==> config.mk <==
export PLATFORM = sky130hd
export DESIGN_NAME = bitonic_sort_pipe
export DESIGN_NICKNAME = d
export VERILOG_FILES = /design/src/rtl/bitonic_sort_pipe_pkg.sv /design/src/rtl/bitonic_sort_pipe_cas_stage.sv /design/src/rtl/bitonic_sort_pipe.sv
export SDC_FILE = /design/constraint.sdc
export NUM_CORES = 1
export LEC_CHECK = 0
export BUFFER_PORTS_ARGS = -buffer_cell sky130_fd_sc_hd__buf_4
export CORE_UTILIZATION = 40
export CTS_CLUSTER_SIZE = 16
export DETAILED_ROUTE_END_ITERATION = 6
export GPL_ROUTABILITY_DRIVEN = 0
export PLACE_DENSITY = 0.59
export SYNTH_ARGS = -nofsm -noshare
export SYNTH_HDL_FRONTEND = slang
export SYNTH_HIERARCHICAL = 1
export SYNTH_SLANG_ARGS = --single-unit
==> constraint.sdc <==
create_clock -name clk -period 3.39 [get_ports clk]
set_clock_uncertainty 0.1 [all_clocks]
set_input_delay 0.5085 -clock clk [delete_from_list [all_inputs] [get_ports clk]]
set_output_delay 0.5085 -clock clk [all_outputs]
set_load 0.02 [all_outputs]
==> src/rtl/bitonic_sort_pipe_pkg.sv <==
// Shared helpers for the pipelined bitonic sorter: stage count,
// stage-to-(phase, sub-step) mapping and per-lane cell wiring.
package bitonic_pkg;

   // Number of compare-exchange layers for 2^log_n lanes.
   function automatic int unsigned num_stages(input int unsigned log_n);
      return (log_n * (log_n + 1)) / 2;
   endfunction

   // Phase p (1..log_n) of the 0-based stage k.
   function automatic int unsigned stage_phase(input int unsigned log_n, input int unsigned k);
      int unsigned idx = 0;
      int unsigned res = 1;
      for (int unsigned p = 1; p <= log_n; p++) begin
         for (int unsigned j = p; j > 0; j--) begin
            if (idx == k) res = p;
            idx++;
         end
      end
      return res;
   endfunction

   // Sub-step j (p-1 down to 0) of the 0-based stage k.
   function automatic int unsigned stage_sub(input int unsigned log_n, input int unsigned k);
      int unsigned idx = 0;
      int unsigned res = 0;
      for (int unsigned p = 1; p <= log_n; p++) begin
         for (int unsigned j = p; j > 0; j--) begin
            if (idx == k) res = j - 1;
            idx++;
         end
      end
      return res;
   endfunction

   // Lane paired with lane i at sub-step j.
   function automatic int unsigned partner(input int unsigned i, input int unsigned j);
      return i ^ (32'd1 << j);
   endfunction

   // True when lane i is the lower index of its pair at sub-step j.
   function automatic logic is_low(input int unsigned i, input int unsigned j);
      return ((i >> j) & 32'd1) == 32'd0;
   endfunction

   // Cell sense inversion for the pair whose lower lane is lo, in phase p.
   function automatic logic cell_invert(input int unsigned lo, input int unsigned p,
                                        input int unsigned log_n);
      return (p != log_n) && (((lo >> p) & 32'd1) != 32'd0);
   endfunction

endpackage

==> src/rtl/bitonic_sort_pipe_cas_stage.sv <==
// One bitonic compare-exchange layer with its pipeline register and
// valid/ready slot. An empty slot accepts regardless of downstream stall.
module bitonic_cas_stage
   import bitonic_pkg::*;
#(
   parameter int unsigned N = 8,
   parameter int unsigned W = 8,
   parameter int unsigned P = 1,
   parameter int unsigned J = 0
) (
   input  logic           clk,
   input  logic           rst_n,
   input  logic           up_valid,
   output logic           up_ready,
   input  logic [N*W-1:0] up_data,
   input  logic           up_desc,
   output logic           dn_valid,
   input  logic           dn_ready,
   output logic [N*W-1:0] dn_data,
   output logic           dn_desc
);

   localparam int unsigned LOG_N = $clog2(N);

   logic [N*W-1:0] cas_data;

   for (genvar i = 0; i < N; i++) begin : g_lane
      localparam int unsigned Q     = partner(i, J);
      localparam logic        IS_LO = is_low(i, J);
      localparam int unsigned LO    = IS_LO ? i : Q;
      localparam logic        INV   = cell_invert(LO, P, LOG_N);

      logic [W-1:0] a, b, mn, mx;
      logic         up;

      assign a  = up_data[i*W +: W];
      assign b  = up_data[Q*W +: W];
      assign mn = (a < b) ? a : b;
      assign mx = (a < b) ? b : a;
      // up = 1: lower lane of the pair takes the minimum
      assign up = ~(INV ^ up_desc);
      assign cas_data[i*W +: W] = (IS_LO == up) ? mn : mx;
   end

   assign up_ready = !dn_valid || dn_ready;

   // Pipeline register: load when this slot is free or being drained.
   always_ff @(posedge clk or negedge rst_n) begin
      if (!rst_n) begin
         dn_valid <= 1'b0;
         dn_data  <= '0;
         dn_desc  <= 1'b0;
      end else if (up_ready) begin
         dn_valid <= up_valid;
         if (up_valid) begin
            dn_data <= cas_data;
            dn_desc <= up_desc;
         end
      end
   end

endmodule

==> src/rtl/bitonic_sort_pipe.sv <==
// Pipelined bitonic sorter: S registered compare-exchange stages chained
// with a combinational ready path; one vector per cycle, ascending or
// descending per vector.
module bitonic_sort_pipe
   import bitonic_pkg::*;
#(
   parameter int unsigned LOG_N = 3,
   parameter int unsigned W     = 8
) (
   input  logic                      clk,
   input  logic                      rst_n,
   input  logic                      in_valid,
   output logic                      in_ready,
   input  logic [(W<<LOG_N)-1:0]     in_data,
   input  logic                      in_desc,
   output logic                      out_valid,
   input  logic                      out_ready,
   output logic [(W<<LOG_N)-1:0]     out_data,
   output logic                      out_desc
);

   localparam int unsigned N = 1 << LOG_N;
   localparam int unsigned S = num_stages(LOG_N);

   // Per-stage signals live in their own generate scope so the ready
   // chain is a set of distinct nets rather than one self-referencing array.
   for (genvar k = 0; k < S; k++) begin : g_st
      logic           up_v, up_ds, up_rdy, dn_rdy, v, ds;
      logic [N*W-1:0] up_d, d;

      if (k == 0) begin : g_first
         assign up_v  = in_valid;
         assign up_d  = in_data;
         assign up_ds = in_desc;
      end else begin : g_next
         assign up_v  = g_st[k-1].v;
         assign up_d  = g_st[k-1].d;
         assign up_ds = g_st[k-1].ds;
      end

      if (k == S - 1) begin : g_last
         assign dn_rdy = out_ready;
      end else begin : g_mid
         assign dn_rdy = g_st[k+1].up_rdy;
      end

      bitonic_cas_stage #(
         .N (N),
         .W (W),
         .P (stage_phase(LOG_N, k)),
         .J (stage_sub(LOG_N, k))
      ) u_stage (
         .clk      (clk),
         .rst_n    (rst_n),
         .up_valid (up_v),
         .up_ready (up_rdy),
         .up_data  (up_d),
         .up_desc  (up_ds),
         .dn_valid (v),
         .dn_ready (dn_rdy),
         .dn_data  (d),
         .dn_desc  (ds)
      );
   end

   assign in_ready  = g_st[0].up_rdy;
   assign out_valid = g_st[S-1].v;
   assign out_data  = g_st[S-1].d;
   assign out_desc  = g_st[S-1].ds;

endmodule
==> Flow_metrics.wiki <==
{| class="wikitable"
! Metric !! Value
|-
| Worst Hold Launch || in_data[37]
|-
| Maximum fanout encountered on the critical timing path || 19
|-
| Most area-hungry cell type in the Yosys netlist || sky130_fd_sc_hd__dfrtp_1
|-
| Fin crit share || 94.9%
|-
| Horiz. Die Dim || 282 um
|-
| Sequential cell area fraction in the yosys report || 31.6%
|-
| Max-Slew Margin vs Limit || 25.1%
|-
| Total Wirelength || 92900 um
|-
| Clock Sink Count || between 300 and 400
|-
| Syn avg cell area || 8.86 um2
|-
| Maximum vdd drop || 0.397 mV
|-
| YS warnings || 6
|-
| Antenna fix cells || 0
|-
| Share of cells above drive strength 1 || 16.4%
|-
| Post-Syn Nets || roughly 3800
|-
| Number of antenna violations at the first check in global routing || 0
|-
| Slew at the pin closest to its max-slew limit || between 1 and 1.5 ns
|-
| Gate Count Post-Synth || 3533
|-
| Worst setup startpoint || g_st[5].u_stage/dn_valid$_DFFE_PN0N_
|-
| Leading cell type in the layout, fill and taps excluded || sky130_fd_sc_hd__nand2_1
|-
| Clk pin slew, worst setup/hold paths || 0.06 ns
|-
| Final core utilization || 45.2%
|-
| Number of standard cells in the final layout excluding fillers || 4625
|-
| Library cells used by synthesis || 54
|-
| Core Footprint || 77500 um2
|-
| Count of final hold-check violations || 0
|-
| Floorplan die area || just under 80000 um2
|-
| Area added between synthesis and finish || 11.8%
|-
| Deepest level of the CTS H-tree || 2
|-
| Dpl cells || 4535
|-
| Filler cell count || 7665
|-
| First-pass GRT wire length || 150000 um
|-
| Routed vias || 27600
|-
| Tot GR Track Use || 23.3%
|-
| Power density over cell area || 889 nW/um2
|-
| Cell types occupying the most area after synthesis || sky130_fd_sc_hd__dfrtp_1 (32%), sky130_fd_sc_hd__ha_1 (7.7%), sky130_fd_sc_hd__nand2_1 (6.6%)
|-
| HPWL after detailed placement || 68000 um
|-
| Top library cells by usage in the layout, fill and taps aside || sky130_fd_sc_hd__nand2_1 (544), sky130_fd_sc_hd__dfrtp_1 (394), sky130_fd_sc_hd__inv_1 (223), sky130_fd_sc_hd__nand4_1 (216), sky130_fd_sc_hd__buf_4 (208)
|-
| DRC violation count after routing || 0
|-
| Number of max-cap violations || 0
|-
| Number of cell rows || 102
|-
| Count of endpoints failing setup in the final report || 0
|-
| Category of the critical setup timing path || register to primary output
|-
| Outcome || finished, final reports clean
|-
| Arrival time at the worst endpoint || ~2.6 ns
|-
| Final layout net count || roughly 3800
|-
| CTS tree || yes
|-
| Endpoint class of the critical path || primary output
|-
| Setup_tns || 0 ns
|-
| I/O pin total || approximately 140
|-
| Largest net degree at the start of global routing || roughly 100
|-
| Synth async-reset ratio || 100%
|-
| Type of element launching the critical path || register
|-
| Unrepaired setup endpoints after global routing || no
|-
| TritonCTS Buffers || 48
|-
| Maximum achievable frequency || 311 MHz
|-
| Number of port buffers || 135
|-
| Type of the worst min-delay path || input pin to register
|-
| Maximum buffer depth of the clock tree || 3
|-
| Data required time of the worst path || 2.78 ns
|-
| Leakage power figure || approximately 16 nW
|-
| Mean number of vias per cell || 5.96
|-
| Fin. max-slew vios || 0
|-
| Clock tree root driver cell || sky130_fd_sc_hd__clkbuf_16
|-
| Share of Yosys cell area claimed by the top area cell type || between 30% and 40%
|-
| Minimum clock period || 3.22 ns
|-
| DRT antenna net count || 0
|-
| Number of synthesized flops with an enable pin || 0
|-
| First-pass detailed-route iteration total || 7
|-
| Synth Cell Area || 31300 um2
|-
| Drt first-iter violations || 1696
|-
| Effective utilization at floorplan || 40.4%
|-
| Number of gates resized after CTS || 0
|-
| Via count of the first global-routing pass || 26000
|-
| Drt wl/cell || 20.1 um
|-
| Post-synthesis sequential element count || 396
|-
| Reg-to-Reg Start || g_st[5].u_stage/dn_valid$_DFFE_PN0N_
|-
| Top_reg_cell synth || sky130_fd_sc_hd__dfrtp_1
|-
| Chip height || 282 um
|-
| Clock Latency Late Sink || approximately 0.59 ns
|-
| Final global-route overflow total || 0
|}
-- layer usage --
layer | GRT usage [%] | vias up | routed length, um
met2 | 37.8 | 714 | 43100
met1 | 32.8 | 13300 | 43400
met4 | 6.63 | 0 | 2420
met3 | 2.33 | 138 | 4040
li1 | - | 13400 | -
met5 | 0 | - | 0
-- report_power, final --
group / leakage, nW / internal, mW / switching (mW)
clock: 0.815 / 3.30 / 2.15
sequential: 5.09 / 6.29 / 2.38
combinational: 9.75 / 6.81 / 10.2
-- Yosys cell counts, types with 13 or more instances --
cell type,count
sky130_fd_sc_hd__nor2_1,74
sky130_fd_sc_hd__and4_2,14
sky130_fd_sc_hd__o21a_1,24
sky130_fd_sc_hd__a21oi_1,33
sky130_fd_sc_hd__o2111ai_1,96
sky130_fd_sc_hd__buf_6,17
sky130_fd_sc_hd__mux2i_1,96
sky130_fd_sc_hd__a21o_1,108
sky130_fd_sc_hd__nand4_1,216
sky130_fd_sc_hd__dfrtp_1,396
sky130_fd_sc_hd__inv_1,223
sky130_fd_sc_hd__nor3b_1,66
sky130_fd_sc_hd__a2111o_1,96
sky130_fd_sc_hd__nand2_2,13
sky130_fd_sc_hd__nand2b_1,18
sky130_fd_sc_hd__o211ai_1,204
sky130_fd_sc_hd__nand2_1,549
sky130_fd_sc_hd__o211ai_2,108
sky130_fd_sc_hd__o21ai_1,108
sky130_fd_sc_hd__ha_1,192
sky130_fd_sc_hd__nand3_1,204
sky130_fd_sc_hd__o211a_4,22
sky130_fd_sc_hd__buf_2,67
sky130_fd_sc_hd__and3_1,162
sky130_fd_sc_hd__nor3_1,30
sky130_fd_sc_hd__o21ai_0,24
sky130_fd_sc_hd__clkbuf_1,153
-- metrics by stage --
step / setup WS, ns / area, um2 / total power, mW / hold WS [ns]
final: 0.172 / 35000 / 31.1 / 0.130
after global routing: 0.0319 / 35000 / 33.4 / 0.127
after CTS: 0.146 / 35000 / 31.2 / 0.105
after detailed placement: 0.235 / 33300 / 25.6 / 0.371
after global placement: 0.233 / 33300 / 25.4 / 0.363
after floorplan: 0.441 / 31300 / 20.7 / 0.113
-- logic make-up after synthesis --
group / after synthesis / share of synthesized area, %
AOI/OAI and AO/OA: 936 / 27.0
adders and majority gates: 192 / 7.67
buffers and inverters: 491 / 6.84
DFF: 396 / 31.6
muxes: 96 / 3.07
and+or+nand+nor: 1422 / 23.8
-- cell type report --
type | instances | area (um2) | share of cell area, %
Multi-Input combinational cell | 2646 | 19300 | 55.2
Sequential cell | 396 | 9920 | 28.3
Timing Repair Buffer | 229 | 1970 | 5.62
Clock buffer | 72 | 1430 | 4.10
Tap cell | 1040 | 1300 | 3.72
Inverter | 225 | 845 | 2.41
Clock inverter | 17 | 230 | 0.658
-- timing repair --
item                                    4_1_cts  5_1_grt
hold buffers                                  1        0
endpoints found under the setup margin        0        0
setup buffers                                 0        0
hold endpoints to repair                     66        0
-- registers in the layout, indices dropped and copies added (netlist names) --
signal,flops
g_st.u_stage/dn_data,384
g_st.u_stage/dn_valid,6
g_st.u_stage/dn_desc,6
-- worst max-delay path, stage by stage, from the launching register on --
cell and delay, ns:
sky130_fd_sc_hd__dfrtp_1 0.38, sky130_fd_sc_hd__nand2b_1 0.19, sky130_fd_sc_hd__nand2b_1 0.22, sky130_fd_sc_hd__nand2b_1 0.26
sky130_fd_sc_hd__nand2b_4 0.22, sky130_fd_sc_hd__nand2b_4 0.14, sky130_fd_sc_hd__nand2b_1 0.14, sky130_fd_sc_hd__buf_4 0.26
sky130_fd_sc_hd__buf_4 0.20
-- final timing paths --
check,to,slack [ns],depth (start not counted)
max,in_ready,0.17,8
min,g_st[0].u_stage/dn_data[37]$_DFFE_PN0P_,0.13,3
max reg2reg,g_st[0].u_stage/dn_data[21]$_DFFE_PN0P_,0.56,12
min reg2reg,g_st[5].u_stage/dn_data[40]$_DFFE_PN0P_,0.38,2
max in group asynchronous,g_st[4].u_stage/dn_data[21]$_DFFE_PN0P_,1.91,3
min in group asynchronous,g_st[5].u_stage/dn_data[43]$_DFFE_PN0P_,0.42,2
(Power assumes the default switching activity.)
